$ cat config.mk
export PLATFORM = sky130hd
export DESIGN_NAME = as_dmem_arbiter
export DESIGN_NICKNAME = d
export VERILOG_FILES = /design/src/rtl/as_dmem_arbiter_pkg.sv /design/src/rtl/as_dmem_arbiter_lock_cnt.sv /design/src/rtl/as_dmem_arbiter.sv
export SDC_FILE = /design/constraint.sdc
export NUM_CORES = 1
export LEC_CHECK = 0
export ABC_AREA = 1
export BUFFER_PORTS_ARGS = -buffer_cell sky130_fd_sc_hd__buf_2
export CAP_MARGIN = 20
export CORE_AREA = 2 2 184 186
export DETAILED_ROUTE_END_ITERATION = 6
export DIE_AREA = 0 0 186 188
export REMOVE_ABC_BUFFERS = 1
export SYNTH_ARGS = -nofsm -noshare
export SYNTH_HDL_FRONTEND = slang
export SYNTH_SLANG_ARGS = --single-unit
export TNS_END_PERCENT = 20
$ cat constraint.sdc
create_clock -name clk_i -period 3.5 [get_ports clk_i]
set_input_delay 0.7 -clock clk_i [delete_from_list [all_inputs] [get_ports clk_i]]
set_output_delay 0.7 -clock clk_i [all_outputs]
set_load 0.01 [all_outputs]
$ cat src/rtl/as_dmem_arbiter_pkg.sv
// Shared types and default sizes for the data-memory arbiter.
// Package as_pack is imported by as_dmem_arbiter and as_arb_lock_cnt.
package as_pack;
  localparam int AS_ADDR_W   = 16;
  localparam int AS_DATA_W   = 64;
  localparam int AS_LOCK_MAX = 16;

  typedef enum logic {
    ARB_IDLE   = 1'b0,
    ARB_LOCKED = 1'b1
  } arb_state_t;

  // 0 = core load/store unit, 1 = debug loader
  typedef logic arb_owner_t;

  function automatic arb_owner_t other_owner(input arb_owner_t o);
    return ~o;
  endfunction
endpackage

$ cat src/rtl/as_dmem_arbiter_lock_cnt.sv
// Saturating lock-hold counter. tc_o flags the increment that brings the
// count to LOCK_MAX-1, i.e. the last cycle a lock may be held (LOCK_MAX >= 2).
module as_arb_lock_cnt
  import as_pack::*;
#(
  parameter int LOCK_MAX = AS_LOCK_MAX
) (
  input  logic clk_i,
  input  logic rst_i,
  input  logic clr_i,
  input  logic en_i,
  output logic tc_o
);
  localparam int CNT_W = (LOCK_MAX > 2) ? $clog2(LOCK_MAX) : 1;
  localparam logic [CNT_W-1:0] CNT_TOP  = CNT_W'(LOCK_MAX - 1);
  localparam logic [CNT_W-1:0] CNT_LAST = CNT_W'(LOCK_MAX - 2);

  logic [CNT_W-1:0] cnt_q, cnt_d;

  always_comb begin
    cnt_d = cnt_q;
    if (clr_i) begin
      cnt_d = '0;
    end else if (en_i && (cnt_q != CNT_TOP)) begin
      cnt_d = cnt_q + 1'b1;
    end
  end

  assign tc_o = en_i && (cnt_q >= CNT_LAST);

  always_ff @(posedge clk_i or posedge rst_i) begin
    if (rst_i) begin
      cnt_q <= '0;
    end else begin
      cnt_q <= cnt_d;
    end
  end
endmodule

$ cat src/rtl/as_dmem_arbiter.sv
// Two-requester arbiter for the shared single-port data memory (m0 = LSU, m1 = debug).
// Define AS_ARB_ROUND_ROBIN_EN for round-robin contention; otherwise m1 has fixed priority.
module as_dmem_arbiter
  import as_pack::*;
#(
  parameter int ADDR_W   = AS_ADDR_W,
  parameter int DATA_W   = AS_DATA_W,
  parameter int LOCK_MAX = AS_LOCK_MAX
) (
  input  logic                clk_i,
  input  logic                rst_i,
  input  logic                m0_req_i,
  input  logic                m1_req_i,
  input  logic                m0_we_i,
  input  logic                m1_we_i,
  input  logic                m0_lock_i,
  input  logic                m1_lock_i,
  input  logic [ADDR_W-1:0]   m0_addr_i,
  input  logic [ADDR_W-1:0]   m1_addr_i,
  input  logic [DATA_W-1:0]   m0_wdata_i,
  input  logic [DATA_W-1:0]   m1_wdata_i,
  input  logic [DATA_W/8-1:0] m0_be_i,
  input  logic [DATA_W/8-1:0] m1_be_i,
  output logic                m0_gnt_o,
  output logic                m1_gnt_o,
  output logic                m0_rvalid_o,
  output logic                m1_rvalid_o,
  output logic [DATA_W-1:0]   m0_rdata_o,
  output logic [DATA_W-1:0]   m1_rdata_o,
  output logic                mem_req_o,
  output logic                mem_we_o,
  output logic [ADDR_W-1:0]   mem_addr_o,
  output logic [DATA_W-1:0]   mem_wdata_o,
  output logic [DATA_W/8-1:0] mem_be_o,
  input  logic [DATA_W-1:0]   mem_rdata_i
);
  localparam int BE_W = DATA_W / 8;

  logic [1:0]        req_v, we_v, lock_v;
  logic [ADDR_W-1:0] addr_v  [2];
  logic [DATA_W-1:0] wdata_v [2];
  logic [BE_W-1:0]   be_v    [2];

  assign req_v      = {m1_req_i, m0_req_i};
  assign we_v       = {m1_we_i, m0_we_i};
  assign lock_v     = {m1_lock_i, m0_lock_i};
  assign addr_v[0]  = m0_addr_i;
  assign addr_v[1]  = m1_addr_i;
  assign wdata_v[0] = m0_wdata_i;
  assign wdata_v[1] = m1_wdata_i;
  assign be_v[0]    = m0_be_i;
  assign be_v[1]    = m1_be_i;

  arb_state_t state_q, state_d;
  arb_owner_t owner_q, owner_d;
  arb_owner_t rd_tag_q, rd_tag_d;
  logic       rd_vld_q, rd_vld_d;
  logic [1:0] gnt;
  arb_owner_t win, contest_win;
  logic       contested, any_gnt, cnt_clr, cnt_en, cnt_tc, forced_rel;

  assign contested = req_v[0] & req_v[1];
  assign any_gnt   = |gnt;

`ifdef AS_ARB_ROUND_ROBIN_EN
  arb_owner_t rr_q, rr_d;

  assign contest_win = rr_q;

  // Pointer names the requester favoured in the next contested idle cycle.
  always_comb begin
    rr_d = rr_q;
    if ((state_q == ARB_IDLE) && contested) begin
      rr_d = other_owner(contest_win);
    end
    if (forced_rel) begin
      rr_d = other_owner(owner_q);
    end
  end

  always_ff @(posedge clk_i or posedge rst_i) begin
    if (rst_i) begin
      rr_q <= 1'b0;
    end else begin
      rr_q <= rr_d;
    end
  end
`else
  logic       ban_vld_q, ban_vld_d;
  arb_owner_t ban_owner_q, ban_owner_d;

  // Debug wins contention unless a forced release just benched it.
  assign contest_win = ban_vld_q ? other_owner(ban_owner_q) : 1'b1;

  always_comb begin
    ban_vld_d   = ban_vld_q;
    ban_owner_d = ban_owner_q;
    if ((state_q == ARB_IDLE) && contested) begin
      ban_vld_d = 1'b0;
    end
    if (forced_rel) begin
      ban_vld_d   = 1'b1;
      ban_owner_d = owner_q;
    end
  end

  always_ff @(posedge clk_i or posedge rst_i) begin
    if (rst_i) begin
      ban_vld_q   <= 1'b0;
      ban_owner_q <= 1'b0;
    end else begin
      ban_vld_q   <= ban_vld_d;
      ban_owner_q <= ban_owner_d;
    end
  end
`endif

  always_comb begin
    state_d    = state_q;
    owner_d    = owner_q;
    gnt        = 2'b00;
    win        = owner_q;
    cnt_clr    = 1'b0;
    cnt_en     = 1'b0;
    forced_rel = 1'b0;
    case (state_q)
      ARB_IDLE: begin
        win      = contested ? contest_win : arb_owner_t'(req_v[1]);
        gnt[win] = req_v[win];
        if (req_v[win] && lock_v[win]) begin
          state_d = ARB_LOCKED;
          owner_d = win;
          cnt_clr = 1'b1;
        end
      end
      ARB_LOCKED: begin
        win      = owner_q;
        gnt[win] = req_v[win];
        cnt_en   = 1'b1;
        if (!lock_v[owner_q]) begin
          state_d = ARB_IDLE;
        end else if (cnt_tc) begin
          state_d    = ARB_IDLE;
          forced_rel = 1'b1;
        end
      end
      default: state_d = ARB_IDLE;
    endcase
    rd_vld_d = any_gnt & ~we_v[win];
    rd_tag_d = any_gnt ? win : rd_tag_q;
  end

  as_arb_lock_cnt #(
    .LOCK_MAX(LOCK_MAX)
  ) u_lock_cnt (
    .clk_i(clk_i),
    .rst_i(rst_i),
    .clr_i(cnt_clr),
    .en_i (cnt_en),
    .tc_o (cnt_tc)
  );

  always_ff @(posedge clk_i or posedge rst_i) begin
    if (rst_i) begin
      state_q  <= ARB_IDLE;
      owner_q  <= 1'b0;
      rd_vld_q <= 1'b0;
      rd_tag_q <= 1'b0;
    end else begin
      state_q  <= state_d;
      owner_q  <= owner_d;
      rd_vld_q <= rd_vld_d;
      rd_tag_q <= rd_tag_d;
    end
  end

  assign m0_gnt_o    = gnt[0];
  assign m1_gnt_o    = gnt[1];
  assign mem_req_o   = any_gnt;
  assign mem_we_o    = any_gnt & we_v[win];
  assign mem_addr_o  = any_gnt ? addr_v[win] : '0;
  assign mem_wdata_o = any_gnt ? wdata_v[win] : '0;
  assign mem_be_o    = any_gnt ? be_v[win] : '0;

  assign m0_rvalid_o = rd_vld_q & (rd_tag_q == 1'b0);
  assign m1_rvalid_o = rd_vld_q & (rd_tag_q == 1'b1);
  assign m0_rdata_o  = m0_rvalid_o ? mem_rdata_i : '0;
  assign m1_rdata_o  = m1_rvalid_o ? mem_rdata_i : '0;
endmodule

### Word-level counts from Yosys, hierarchy flattened

Cells that the tools add are included.

| word-level totals | value |
|---|---|
| register bits after elaboration | 10 |
| input port bits | 248 |
| word-level logic and storage cells | 83 |

| operators by class | value |
|---|---|
| add/subtract/negate cells | 1 |
| order comparisons | 7 |
| eq/ne operators | 1 |
| multiplexer cells | 45 |
| bitwise gates (word level) | 12 |
| reduce and logical (&&, ||, !) cells | 10 |

Operators by type and width:

| kind | count |
|---|---|
| $mux 64 | 6 |
| $mux 16 | 4 |
| $mux 8 | 4 |
| $mux 1 | 24 |
| $mux 4 | 2 |
| $logic_and 1x1->1 | 6 |
| $lt 1x2->1 const B | 3 |
| $and 1x1->1 | 5 |
| $add 4x1->4 const B | 1 |
| $and 2x2->2 | 2 |
| $ge 4x4->1 const B | 1 |
| $ne 4x4->1 const B | 1 |
| $not 1->1 | 4 |
| $pmux 1 s2 | 2 |
| $pmux 2 s2 | 1 |
| $reduce_bool 2->1 | 2 |
| $demux 1 s1 | 2 |
| $ge 1x1->1 const B | 2 |
| $ge 2x2->1 const B | 1 |
| $not 1->2 | 1 |
| $reduce_and 2->1 | 1 |
| $reduce_or 2->1 | 1 |

### Logic depth before layout (Yosys ltp)

Gate-level depths: netlist (run 1).

| depth | value |
|---|---|
| word-level depth | 11 |
| depth in mapped cells | 9 |
| gate-level depth less buffers | 9 |

### Modules after synthesis

From an unflattened synthesis (run 1), not the netlist that was laid out.

| unflattened totals | value |
|---|---|
| cell total of the unflattened synthesis | 598 |
| area total of the unflattened synthesis | 2909.0 um^2 |

By module, submodules not included:

| module | times used | cells an instance | area an instance (um^2) |
|---|---|---|---|
| as_dmem_arbiter | 1 | 564 | 2657.5 |
| as_arb_lock_cnt | 1 | 34 | 251.5 |

### Least setup slack after synthesis (run 1)

No wires, ideal clock.

| timing | value |
|---|---|
| path type | input to output |
| start point | input m0_req_i |
| end point | output mem_we_o |
| arrival time | 1.523 ns |
| data required time | 2.800 ns |
| setup slack | 1.277 ns |
| cell stages on the path | 8 |
| path buffers | 2 |
| path through | nand3_2 -> nand2_2 -> nand2_1 -> buf_4 -> buf_2 -> nand3b_1 -> nand2_1 -> nor2_1 |

| on the way | value |
|---|---|
| word-level cells in the longest chain between the ends | 10 |
| elaborated cells on any way between the ends | 19 |
| classes of those cells | order compare (2); mux (11); bitwise (4); reduce/logical (2) |

Ends and longest elaborated chain:

| element | RTL line | source |
|---|---|---|
| from (decl) | as_dmem_arbiter.sv:12 | `input logic m0_req_i,` |
| $and 1x1->1 | as_dmem_arbiter.sv:62 | `assign contested = req_v[0] & req_v[1];` |
| $mux 1 | as_dmem_arbiter.sv:128 | `win = contested ? contest_win : arb_owner_t'(req_v[1]);` |
| $lt 1x2->1 (not written as such) or $ge 1x1->1 (tied branches) | as_dmem_arbiter.sv:129 | `gnt[win] = req_v[win];` |
| $logic_and 1x1->1 (not written as such) | as_dmem_arbiter.sv:129 |  |
| $mux 1 (not written as such) | as_dmem_arbiter.sv:129 |  |
| $demux 1 s1 | as_dmem_arbiter.sv:129 |  |
| $and 2x2->2 (no source line) | -- |  |
| $pmux 2 s2 | as_dmem_arbiter.sv:126 | `case (state_q)` |
| $reduce_or 2->1 | as_dmem_arbiter.sv:63 | `assign any_gnt = \|gnt;` |
| $and 1x1->1 (*) | as_dmem_arbiter.sv:180 | `assign mem_we_o = any_gnt & we_v[win];` |
| to (decl) | as_dmem_arbiter.sv:31 | `output logic mem_we_o,` |

Every way passes the cells marked *; elsewhere a longest branch is shown, timed or not. The select of a mux whose other input is x is not followed.

### Worst setup path after layout (run 1)

| timing | value |
|---|---|
| start point | input m0_req_i |
| end point | output mem_wdata_o[24] |

| on the way | value |
|---|---|
| word-level cells in the longest chain between the ends | 10 |
| elaborated cells on any way between the ends | 21 |
| classes of those cells | order compare (2); mux (13); bitwise (4); reduce/logical (2) |

Ends and longest elaborated chain:

| element | RTL line | source |
|---|---|---|
| $and 1x1->1 | as_dmem_arbiter.sv:62 |  |
| $mux 1 | as_dmem_arbiter.sv:128 |  |
| $lt 1x2->1 (not written as such) or $ge 1x1->1 (tied branches) | as_dmem_arbiter.sv:129 |  |
| $logic_and 1x1->1 (not written as such) | as_dmem_arbiter.sv:129 |  |
| $mux 1 (not written as such) | as_dmem_arbiter.sv:129 |  |
| $demux 1 s1 | as_dmem_arbiter.sv:129 |  |
| $and 2x2->2 (no source line) | -- |  |
| $pmux 2 s2 | as_dmem_arbiter.sv:126 |  |
| $reduce_or 2->1 | as_dmem_arbiter.sv:63 |  |
| $mux 64 (*) | as_dmem_arbiter.sv:182 | `assign mem_wdata_o = any_gnt ? wdata_v[win] : '0;` |
| to (decl) | as_dmem_arbiter.sv:33 | `output logic [DATA_W-1:0] mem_wdata_o,` |

Marks and branches as above.

==> parameters.txt, run 1 <==
Parameter                              Value

Outcome
  Status ... finished clean

Placed design
  Placer congestion estimate ... 0.8966
  Total of buffers placed on input and output ports ... 469
  Pre-CTS WS ... 0.5772 ns
  Sum of net half-perimeters after detailed placement ... 19300 µm
  Placed instance count ... 1646
  Instance area after placement ... 6151 µm²

Setup path
  Endpoint required time on the critical path ... 2.80 ns
  Critical path peak fanout ... 69
  Worst setup path end ... mem_wdata_o[24]
  Worst path buffer plus inverter count ... 4
  Number of logic stages on the critical path including buffering ... 11
  Critical Path Source Type ... input pin
  Number of cells on the worst reg-to-reg path ... 6
  Worst Setup Path Type ... in -> out
  Capturing point of the worst reg2reg path ... rd_vld_q
  Critical path capture point type ... primary output
  Signal arrival time at the worst endpoint ... 2.21 ns
  Largest incremental delay on the critical path ... 0.30 ns
  Cell-by-cell trace of the critical path ... buf_2 -> nand3_2 -> nand2_2 -> nand2_4 -> nand2_4 -> buf_12 -> nand2_1 -> nand2_1 -> nand2_1 -> inv_1 -> buf_2
  Largest delay contributor family on the critical path ... simple AND/OR/NAND/NOR gates
  Crit path max-delay cell type ... sky130_fd_sc_hd__buf_12
  CP startpoint ... m0_req_i
  Startpoint of the most critical register-to-register path ... state_q
  Most common cell on crit path ... sky130_fd_sc_hd__nand2_1
  Setup slack of the worst register-to-register path ... 2.08 ns

Global route
  Total global routing overflow ... 0
  Maximum number of pins on one net before global-route repair ... 77
  Vias in the first global route ... 5668
  First-pass GRT wire length ... 30820 µm
  Overall track demand over capacity in global routing ... 11.47%
  Initial antenna violation count ... 6

Synth
  Synth Area in Simple Gates ... 63.57%
  Post-synthesis share of cell area spent on xor and xnor gates ... 0%
  Yosys warns ... 0
  Flip-flop and latch count after synthesis ... 10
  Cell Area, Synth ... 3356 µm²
  Main combinational cell family by area after synthesis ... simple AND/OR/NAND/NOR gates
  Post-Syn Instances ... 774
  Mux contribution to synthesized area ... 0%
  Share of the synthesized area in compound gates (AO/OA/AOI/OAI) ... 2.013%
  Adder-cell area share of the yosys netlist ... 0.7457%
  Number of different library cells in the post-synthesis netlist ... 21
  Share of synthesized area occupied by flip-flops and latches ... 7.457%
  Mean instance size in the synthesized netlist ... 4.336 µm²

STA
  Setup Viol. Count Final ... 0
  Share of the clock period used by the worst path after layout ... 83.21%
  Achievable Freq ... 0.3434 GHz
  Number of slew-limit violations in the final report ... 0
  Smallest hold slack ... 0.4367 ns
  Number of hold violations in the final report ... 0
  Actual transition at the worst max-transition pin ... 0.7352 ns
  Final critical-path required period ... 2.912 ns
  Final Worst Setup Slack ... 0.5877 ns
  RSZ-0062 raised after global routing ... no
  Relative max-transition margin ... 50.81%
  Final setup skew ... 0.005494 ns

Finish
  Commonest cells after routing, fill and taps aside ... sky130_fd_sc_hd__buf_2 (469), sky130_fd_sc_hd__nand2_1 (286), sky130_fd_sc_hd__inv_1 (157)
  P&R area growth vs syn ... 86.61%
  Summed area of non-filler cells in the final layout ... 6262 µm²
  Count of nets after finishing ... 1454
  Leading cell type in the layout, fill and taps excluded ... sky130_fd_sc_hd__buf_2
  Non-Filler Instances ... 1652
  Share of post-route cells with drive strength above 1 ... 41.90%
  Filler Cells Inserted ... 3903

Clocking
  Clock sink count ... 10
  CTS tree ... built
  Clk_lat worst skew ... 0.24 ns
  # Post-CTS Setup Buffers ... 0
  Total number of H-tree levels ... 1
  Post-CTS Hold Fix Bufs ... 0
  PostCTS Resize Cnt ... 0
  Num CTS Buffers ... 3
  Maximum clock insertion buffer count ... 2
  Worst-path clk slew ... 0.04 ns
  CTS Root Cell ... sky130_fd_sc_hd__clkbuf_16

Floorplanning
  Number of standard-cell rows in the floorplan ... 67
  I/O pin count ... 470
  Full die area ... 34970 µm²
  Die boundary width ... 186 µm
  Height of the die ... 188 µm
  Effective utilization at floorplan ... 10.13%
  Area of the core ... 33110 µm²

Detailed routing
  Residual DRC count ... 0
  Iteration count of the initial detailed-routing pass ... 5
  Routed len/inst ... 13.39 µm
  Iteration-0 DRC Markers ... 321
  Total Routed Length ... 22130 µm
  Total number of vias ... 6222
  Mean number of vias per cell ... 3.766
  Number of nets still failing antenna checks after routing ... 0

Power and ir drop
  Max VDD drop ... 0.2178 mV
  Areal power density over the cells ... 568.0 nW/µm²
  Lkg Pwr ... 0.004816 µW

Hold path
  Path type of the worst min-delay path ... in -> async

Run
  Max-capacitance violation count ... 0
## how the worst min path moves through the flow
stage                     slack (ns)  depth (start not counted)          end        start
after detailed placement        0.51                          2  ban_owner_q  ban_owner_q
after floorplan                 0.47                          2  ban_owner_q  ban_owner_q
after global placement          0.51                          2  ban_owner_q  ban_owner_q
after global routing            0.47                          2     rd_vld_q        rst_i
final                           0.44                          2     rd_tag_q        rst_i
after CTS                       0.47                          2     rd_tag_q        rst_i
## layout make-up
class / count / area (µm²) / area share (%)
Timing Repair Buffer: 477 / 2470 / 39.44
Multi-Input combinational cell: 543 / 2256 / 36.02
Inverter: 169 / 634.4 / 10.13
Tap cell: 448 / 560.5 / 8.951
Sequential cell: 10 / 250.2 / 3.996
Clock buffer: 4 / 88.84 / 1.419
Antenna cell: 1 / 2.502 / 0.03996
## kinds of logic after synthesis
logic type                 after synthesis
AOI/OAI and AO/OA                       12
buffers and inverters                  221
adders and majority gates                2
DFF                                     10
and+or+nand+nor                        529
## stage by stage
stage,power (µW),TNS [ns],util [%]
after global placement,3310,0,18.58
after floorplan,2019,-95.05,-
after detailed placement,3344,0,18.58
final,3557,0,18.91
after CTS,3588,0,18.84
after global routing,3959,0,18.90
## cells in the mapped netlist
cell type	count	share of area, %
sky130_fd_sc_hd__buf_4	3	0.67
sky130_fd_sc_hd__buf_6	1	0.34
sky130_fd_sc_hd__o21ai_2	1	0.26
sky130_fd_sc_hd__nand3_1	96	14
sky130_fd_sc_hd__inv_1	157	18
sky130_fd_sc_hd__clkbuf_1	10	1.1
sky130_fd_sc_hd__nand2_2	3	0.56
sky130_fd_sc_hd__o21ai_0	9	1.3
sky130_fd_sc_hd__buf_2	25	3.7
sky130_fd_sc_hd__ha_1	2	0.75
sky130_fd_sc_hd__nor2_1	136	15
sky130_fd_sc_hd__a21oi_1	1	0.15
sky130_fd_sc_hd__nand3b_1	1	0.22
sky130_fd_sc_hd__nand3_2	2	0.60
sky130_fd_sc_hd__buf_1	13	1.5
sky130_fd_sc_hd__a21oi_2	1	0.26
sky130_fd_sc_hd__inv_2	12	1.3
sky130_fd_sc_hd__or2_2	1	0.19
sky130_fd_sc_hd__nand2_1	289	32
sky130_fd_sc_hd__dfrtp_1	10	7.5
sky130_fd_sc_hd__nor3_1	1	0.15
## layer usage
metal,GRT usage (%),vias up,routed length [µm]
li1,-,3079,-
met1,12.98,2731,8992
met2,21.56,370,10670
met3,2.292,34,1828
met5,0,-,54
met4,2.968,8,577
## sequential cells by signal, summed over array words and instances (netlist names)
name	flops
rd_vld_q	1
ban_owner_q	1
state_q	1
u_lock_cnt.cnt_q	4
rd_tag_q	1
ban_vld_q	1
owner_q	1
## where the power goes
| group | total [µW] | switching, µW | internal [µW] |
|---|---|---|---|
| sequential | 208 | 49.9 | 158 |
| combinational | 3120 | 1990 | 1130 |
| clock | 232 | 59.1 | 172 |
| total | 3560 | 2100 | 1460 |
## worst register-to-register path: cells and delay by family (launching register included)
| kind | cells | cell delay (ns) |
|---|---|---|
| DFF | 1 | 0.57 |
| buffers and inverters | 1 | 0.13 |
| and+or+nand+nor | 5 | 0.66 |
Note: power is estimated with default switching activity, not from simulation.
==> run 2, diff against run 1 <==
--- a/config.mk
+++ b/config.mk
@@ -5,7 +5,7 @@
 export SDC_FILE = /design/constraint.sdc
 export NUM_CORES = 1
 export LEC_CHECK = 0
-export ABC_AREA = 1
+export ABC_AREA = 0
 export BUFFER_PORTS_ARGS = -buffer_cell sky130_fd_sc_hd__buf_2
 export CAP_MARGIN = 20
 export CORE_AREA = 2 2 184 186
==> constraint.sdc (replaced) <==
create_clock -name clk_i -period 2.5 [get_ports clk_i]
set_input_delay 0.5 -clock clk_i [delete_from_list [all_inputs] [get_ports clk_i]]
set_output_delay 0.5 -clock clk_i [all_outputs]
set_load 0.01 [all_outputs]
==> parameters.txt, run 2 <==
Parameter                              Value

Detailed routing
  Residual DRC count ... 0 (unchanged)
  Mean number of vias per cell ... 3.886 (was 3.766)
  Routed len/inst ... 16.14 µm (was 13.39 µm)
  Number of nets still failing antenna checks after routing ... 0 (unchanged)
  Total number of vias ... 5511 (was 6222)
  Iteration count of the initial detailed-routing pass ... 5 (unchanged)
  Iteration-0 DRC Markers ... 299 (was 321)
  Total Routed Length ... 22890 µm (was 22130 µm)

STA
  Share of the clock period used by the worst path after layout ... 97.66%
  Number of hold violations in the final report ... 0 (unchanged)
  Setup Viol. Count Final ... 0 (unchanged)
  Final critical-path required period ... 2.441 ns
  Final setup skew ... 0.001631 ns (was 0.005494 ns)
  Smallest hold slack ... 0.2393 ns (was 0.4367 ns)
  Achievable Freq ... 0.4096 GHz
  Relative max-transition margin ... 61.94% (was 50.81%)
  Setup TNS ... 0 ns (unchanged)
  Number of slew-limit violations in the final report ... 0 (unchanged)
  Actual transition at the worst max-transition pin ... 0.5709 ns (was 0.7352 ns)

Placed design
  Total of buffers placed on input and output ports ... 469 (unchanged)
  Placer congestion estimate ... 0.8357 (was 0.8966)
  Sum of net half-perimeters after detailed placement ... 18330 µm (was 19300 µm)

Floorplanning
  Number of standard-cell rows in the floorplan ... 67 (unchanged)
  Effective utilization at floorplan ... 8.332% (was 10.13%)
  Height of the die ... 188 µm (unchanged)
  Area of the core ... 33110 µm² (unchanged)
  Full die area ... 34970 µm² (unchanged)
  I/O pin count ... 470 (unchanged)
  Die boundary width ... 186 µm (unchanged)

Power and ir drop
  Overall power ... 5015 µW (was 3557 µW)
  Clock power share ... 6.3% (was 6.5%)
  Internal Pwr Total ... 2376 µW (was 1457 µW)
  Max VDD drop ... 0.3030 mV (was 0.2178 mV)
  Seq pwr share ... 5.7% (was 5.8%)
  Areal power density over the cells ... 823.9 nW/µm² (was 568.0 nW/µm²)
  Lkg Pwr ... 0.003794 µW (was 0.004816 µW)
  Switching Share ... 52.62% (was 59.03%)
  Part of the total power dissipated in combinational logic ... 87.9% (was 87.7%)
  P_sw ... 2639 µW (was 2100 µW)

Synth
  Mean instance size in the synthesized netlist ... 5.431 µm² (was 4.336 µm²)
  Number of different library cells in the post-synthesis netlist ... 35 (was 21)
  Leading area contributor after synthesis ... sky130_fd_sc_hd__nand2_1 (unchanged)
  Share of synthesized area occupied by flip-flops and latches ... 9.070% (was 7.457%)
  Ranking of synthesized cells by instance count ... sky130_fd_sc_hd__nand2_1 (189), sky130_fd_sc_hd__a21oi_1 (91), sky130_fd_sc_hd__and2_1 (65) (was sky130_fd_sc_hd__nand2_1 (289), sky130_fd_sc_hd__inv_1 (157), sky130_fd_sc_hd__nor2_1 (136))
  Flip-flop and latch count after synthesis ... 10 (unchanged)
  Largest cells by area after synthesis ... sky130_fd_sc_hd__nand2_1 (26%), sky130_fd_sc_hd__a21oi_1 (17%), sky130_fd_sc_hd__and2_1 (15%) (was sky130_fd_sc_hd__nand2_1 (32%), sky130_fd_sc_hd__inv_1 (18%), sky130_fd_sc_hd__nor2_1 (15%))
  Ys async rst share ... 100.0% (unchanged)
  Dominant cell by count in the synthesized netlist ... sky130_fd_sc_hd__nand2_1 (unchanged)
  Primary flip-flop cell chosen by synthesis mapping ... sky130_fd_sc_hd__dfrtp_1 (unchanged)
  Cell Area, Synth ... 2759 µm² (was 3356 µm²)
  Fraction of post-synthesis cell area in the top cell type by area ... 25.71% (was 32.33%)
  Yosys warns ... 0 (unchanged)
  Number of flops mapped to enable cells by yosys ... 0 (unchanged)
  Post-Syn Instances ... 508 (was 774)

Global route
  Maximum number of pins on one net before global-route repair ... 67 (was 77)
  Overall track demand over capacity in global routing ... 11.25% (was 11.47%)
  First-pass GRT wire length ... 29210 µm (was 30820 µm)
  Vias in the first global route ... 4866 (was 5668)
  Initial antenna violation count ... 18 (was 6)
  Total global routing overflow ... 0 (unchanged)

Finish
  Largest register by flop count ... u_lock_cnt.cnt_q (unchanged)
  P&R area growth vs syn ... 120.6% (was 86.61%)
  Count of nets after finishing ... 1219 (was 1454)
  Commonest cells after routing, fill and taps aside ... sky130_fd_sc_hd__buf_2 (468), sky130_fd_sc_hd__nand2_1 (188), sky130_fd_sc_hd__a21oi_1 (84) (was sky130_fd_sc_hd__buf_2 (469), sky130_fd_sc_hd__nand2_1 (286), sky130_fd_sc_hd__inv_1 (157))
  Leading cell type in the layout, fill and taps excluded ... sky130_fd_sc_hd__buf_2 (unchanged)
  Flip-flop count of the largest register, all copies and words added ... 4 (unchanged)
  Share of post-route cells with drive strength above 1 ... 54.75% (was 41.90%)

Clocking
  Maximum clock insertion buffer count ... 2 (unchanged)
  Num CTS Buffers ... 3 (unchanged)
  Total number of H-tree levels ... 1 (unchanged)
  Worst-path clk slew ... 0.04 ns (about the same)
  CTS Root Cell ... sky130_fd_sc_hd__clkbuf_16 (unchanged)
  CTS tree ... built (unchanged)
  Clock sink count ... 10 (unchanged)
  Clk_lat worst skew ... 0.24 ns (about the same)

Setup path
  Critical path capture point type ... primary output (unchanged)
  Endpoint required time on the critical path ... 2.00 ns (was 2.80 ns)
  Worst Setup Path Type ... in -> out (unchanged)
  Signal arrival time at the worst endpoint ... 1.94 ns (was 2.21 ns)
  Critical Path Source Type ... input pin (unchanged)
  Critical path peak fanout ... 6 (was 69)

Outcome
  Status ... finished clean (unchanged)

Hold path
  Path type of the worst min-delay path ... in -> async (unchanged)

Run
  Max-capacitance violation count ... 0 (unchanged)
[run 2: power groups by stage]
stage	sequential [µW]	combinational [µW]	clock [µW]
final	288	4410	317
after global routing	298	4810	337
after CTS	282	4120	326
after detailed placement	283	3760	0
after global placement	280	3720	0
after floorplan	359	1940	0
[run 2: final timing paths]
path	startpoint	end	slack, ns	cells after the start
min in group clk_i	ban_vld_q	ban_vld_q	0.57	1
max in group asynchronous	rst_i	state_q	1.96	2
worst max-delay path	m1_req_i	mem_wdata_o[32]	0.06	10
worst min register to register	ban_vld_q	ban_vld_q	0.57	1
worst max register to register	state_q	rd_vld_q	0.86	5
worst min-delay path	rst_i	u_lock_cnt.cnt_q[3]	0.24	2
[run 2: cell families (layout without fill, tap and decap cells)]
kind of cell	count (synthesis)	in the layout	synth area share, %
simple gates	329	329	57.51
compound gates	107	107	21.18
buf+inv	57	517	10.29
flops	10	10	9.070
fa+ha+maj	2	2	0.9069
mux	2	2	0.7257
xor+xnor	1	1	0.3175
other cells	0	2	0
[run 2: what timing repair did]
| item | 4_1_cts | 5_1_grt |
|---|---|---|
| buffers inserted | 4 | 3 |
| setup endpoints to repair | 16 | 59 |
| cloned | 2 | 3 |
| hold buffers | 0 | 0 |
| resized for setup | 7 | 17 |
| pin swaps | 1 | 2 |
[run 2: per-layer routing]
metal / part of all wire [%] / up-vias / global-route usage [%] / wire (µm)
met5: 0 / - / 0 / 0
met4: 2.0 / 0 / 1.272 / 452
met3: 8.4 / 54 / 1.379 / 1926
met2: 53 / 413 / 23.23 / 12100
met1: 37 / 2444 / 12.19 / 8409
li1: - / 2600 / - / -
[run 2: worst max-delay path: stages]
cell and delay [ns]:
sky130_fd_sc_hd__buf_2 0.13, sky130_fd_sc_hd__buf_6 0.13, sky130_fd_sc_hd__and2b_4 0.18, sky130_fd_sc_hd__a21boi_4 0.21, sky130_fd_sc_hd__buf_12 0.18, sky130_fd_sc_hd__buf_12 0.12
sky130_fd_sc_hd__buf_4 0.12, sky130_fd_sc_hd__nand2_1 0.05, sky130_fd_sc_hd__a21oi_1 0.15, sky130_fd_sc_hd__buf_2 0.16
[run 2: final cells by class]
| cell class | instances | area, µm² |
|---|---|---|
| repair buffers | 508 | 2853 |
| multi-input cells | 441 | 2308 |
| fillers | 3810 | 27030 |
| clock buffers | 4 | 88.84 |
| inverters | 5 | 18.77 |
| flip-flops and latches | 10 | 252.7 |
| well taps | 448 | 560.5 |
| diodes | 2 | 5.005 |
[run 2: metrics by stage]
step / setup slack (ns) / std cells / area [µm²] / util [%]
4_1_cts: -0.0006017 / 1410 / 5927 / 17.90
2_1_floorplan: -3.764 / 456 / 2494 / -
5_1_grt: -0.0007838 / 1417 / 6085 / 18.38
3_5_place_dp: -0.4514 / 1400 / 5683 / 17.16
3_3_place_gp: -0.4216 / 1399 / 5663 / 17.10
6_report: 0.05859 / 1418 / 6087 / 18.38
==> run 3, diff against run 2 <==
--- a/config.mk
+++ b/config.mk
@@ -12,6 +12,7 @@
 export DETAILED_ROUTE_END_ITERATION = 6
 export DIE_AREA = 0 0 186 188
 export REMOVE_ABC_BUFFERS = 1
+export SETUP_SLACK_MARGIN = 0.15
 export SYNTH_ARGS = -nofsm -noshare
 export SYNTH_HDL_FRONTEND = slang
 export SYNTH_SLANG_ARGS = --single-unit
==> parameters.txt, run 3 (synthesis results as in run 2) <==
Parameter                              Value

Finish
  Flip-flop count of the largest register, all copies and words added ... 4 (unchanged)
  Antenna fix cells ... 0 (was 2)
  Commonest cells after routing, fill and taps aside ... sky130_fd_sc_hd__buf_2 (467), sky130_fd_sc_hd__nand2_1 (184), sky130_fd_sc_hd__a21oi_1 (87) (was sky130_fd_sc_hd__buf_2 (468), sky130_fd_sc_hd__nand2_1 (188), sky130_fd_sc_hd__a21oi_1 (84))
  Largest register by flop count ... u_lock_cnt.cnt_q (unchanged)
  Summed area of non-filler cells in the final layout ... 6242 µm² (was 6087 µm²)
  Leading cell type in the layout, fill and taps excluded ... sky130_fd_sc_hd__buf_2 (unchanged)
  Register area ... 254.0 µm² (was 252.7 µm²)
  P&R area growth vs syn ... 126.3% (was 120.6%)
  Area taken by multi-input logic gates ... 2317 µm² (was 2308 µm²)
  Share of post-route cells with drive strength above 1 ... 55.33% (was 54.75%)
  Filler Cells Inserted ... 3782 (was 3810)
  Count of nets after finishing ... 1227 (was 1219)

STA
  RSZ-0062 raised after global routing ... yes
  Number of slew-limit violations in the final report ... 0 (unchanged)
  Final Worst Setup Slack ... 0.1112 ns (was 0.05859 ns)
  Relative max-transition margin ... 60.97% (was 61.94%)
  Number of hold violations in the final report ... 0 (unchanged)
  Final setup skew ... 0.001321 ns (was 0.001631 ns)
  Share of the clock period used by the worst path after layout ... 95.55% (was 97.66%)
  Actual transition at the worst max-transition pin ... 0.5855 ns (was 0.5709 ns)
  Final critical-path required period ... 2.389 ns (was 2.441 ns)
  Achievable Freq ... 0.4186 GHz (was 0.4096 GHz)
  Setup Viol. Count Final ... 0 (unchanged)

Clocking
  Maximum clock insertion buffer count ... 2 (unchanged)
  Clock sink count ... 10 (unchanged)
  CTS tree ... built (unchanged)
  Num CTS Buffers ... 3 (unchanged)
  Worst-path clk slew ... 0.04 ns (about the same)
  Post-CTS Hold Fix Bufs ... 0 (unchanged)
  Clk_lat worst skew ... 0.24 ns (about the same)
  Total number of H-tree levels ... 1 (unchanged)
  CTS Root Cell ... sky130_fd_sc_hd__clkbuf_16 (unchanged)

Setup path
  Worst Setup Path Type ... reg -> out (was in -> out)
  Endpoint required time on the critical path ... 2.00 ns (about the same)
  Critical path capture point type ... primary output (unchanged)
  Signal arrival time at the worst endpoint ... 1.89 ns (was 1.94 ns)
  Critical Path Source Type ... register (was input pin)
  Critical path peak fanout ... 16 (was 6)

Floorplanning
  Full die area ... 34970 µm² (unchanged)
  Effective utilization at floorplan ... 8.332% (unchanged)
  Height of the die ... 188 µm (unchanged)
  Number of standard-cell rows in the floorplan ... 67 (unchanged)
  Area of the core ... 33110 µm² (unchanged)
  I/O pin count ... 470 (unchanged)
  Die boundary width ... 186 µm (unchanged)

Placed design
  Sum of net half-perimeters after detailed placement ... 18330 µm (unchanged)
  Total of buffers placed on input and output ports ... 469 (unchanged)
  Pre-CTS WS ... -0.4514 ns (unchanged)
  Placer congestion estimate ... 0.8357 (unchanged)
  Instance area after placement ... 5683 µm² (unchanged)

Global route
  Maximum number of pins on one net before global-route repair ... 67 (unchanged)
  First-pass GRT wire length ... 30300 µm (was 29210 µm)
  Vias in the first global route ... 4947 (was 4866)
  Total global routing overflow ... 0 (unchanged)
  Overall track demand over capacity in global routing ... 11.77% (was 11.25%)
  Initial antenna violation count ... 17 (was 18)

Power and ir drop
  Max VDD drop ... 0.3193 mV (was 0.3030 mV)
  Lkg Pwr ... 0.003882 µW (was 0.003794 µW)
  Areal power density over the cells ... 851.9 nW/µm² (was 823.9 nW/µm²)
  Overall power ... 5318 µW (was 5015 µW)

Detailed routing
  Mean number of vias per cell ... 3.917 (was 3.886)
  Iteration-0 DRC Markers ... 306 (was 299)
  Number of nets still failing antenna checks after routing ... 0 (unchanged)
  Routed len/inst ... 16.73 µm (was 16.14 µm)
  Total Routed Length ... 23830 µm (was 22890 µm)
  Total number of vias ... 5578 (was 5511)
  Iteration count of the initial detailed-routing pass ... 5 (unchanged)
  Residual DRC count ... 0 (unchanged)

Hold path
  Path type of the worst min-delay path ... in -> async (unchanged)

Outcome
  Status ... finished clean (unchanged)

Run
  Max-capacitance violation count ... 0 (unchanged)
==> run 3: final cells by class <==
class / count / share of cell area, %
Clock buffer: 4 / 1.423
Tap cell: 448 / 8.980
Sequential cell: 10 / 4.069
Inverter: 5 / 0.3007
Timing Repair Buffer: 516 / 48.11
Multi-Input combinational cell: 441 / 37.12
==> run 3: critical path, cell delays in order, from the launching register on <==
cell and delay, ns:
sky130_fd_sc_hd__dfrtp_2 0.44, sky130_fd_sc_hd__and2b_4 0.29, sky130_fd_sc_hd__a22o_4 0.20, sky130_fd_sc_hd__buf_12 0.15, sky130_fd_sc_hd__clkbuf_16 0.19, sky130_fd_sc_hd__nand2_1 0.08
sky130_fd_sc_hd__a21oi_1 0.13, sky130_fd_sc_hd__buf_2 0.14
==> run 3: power breakdown <==
part / internal, µW / leakage (µW) / total [µW] / switching, µW
Combinational: 2100 / 0.00371 / 4710 / 2610
Sequential: 219 / 0.000124 / 288 / 68.3
Clock: 241 / 0.0000442 / 317 / 76.6
==> run 3: metal layers <==
metal | wire [µm] | up-vias | GRT usage, %
met1 | 8868 | 2469 | 12.88
met3 | 1944 | 57 | 1.243
met5 | 0 | - | 0
met2 | 12460 | 439 | 23.96
met4 | 553 | 0 | 2.029
li1 | - | 2613 | -
==> run 3: final timing paths <==
| path | from | endpoint | slack [ns] | depth (start not counted) |
|---|---|---|---|---|
| worst max-delay path | state_q | mem_addr_o[3] | 0.11 | 7 |
| worst min-delay path | rst_i | u_lock_cnt.cnt_q[3] | 0.24 | 2 |
| worst max register to register | state_q | rd_vld_q | 0.86 | 5 |
| worst min register to register | ban_vld_q | ban_vld_q | 0.57 | 1 |
| max in group asynchronous | rst_i | rd_tag_q | 1.96 | 2 |
| min in group clk_i | ban_vld_q | ban_vld_q | 0.57 | 1 |
==> run 3: through the flow <==
step / hold slack (ns) / utilization (%) / setup TNS, ns / std cells
finish: 0.2394 / 18.85 / 0 / 1424
global route: 0.2786 / 18.85 / 0 / 1424
CTS: 0.2589 / 18.25 / 0 / 1416
detailed placement: 0.5137 / 17.16 / -0.4803 / 1400
global placement: 0.5058 / 17.10 / -5.170 / 1399
floorplan: 0.3402 / - / -385.12 / 456
==> run 3: timing repair <==
item	CTS	global route
buffers inserted	8	4
gates cloned	4	4
pin swaps	3	8
resized for setup	13	17
setup endpoints to repair	79	87
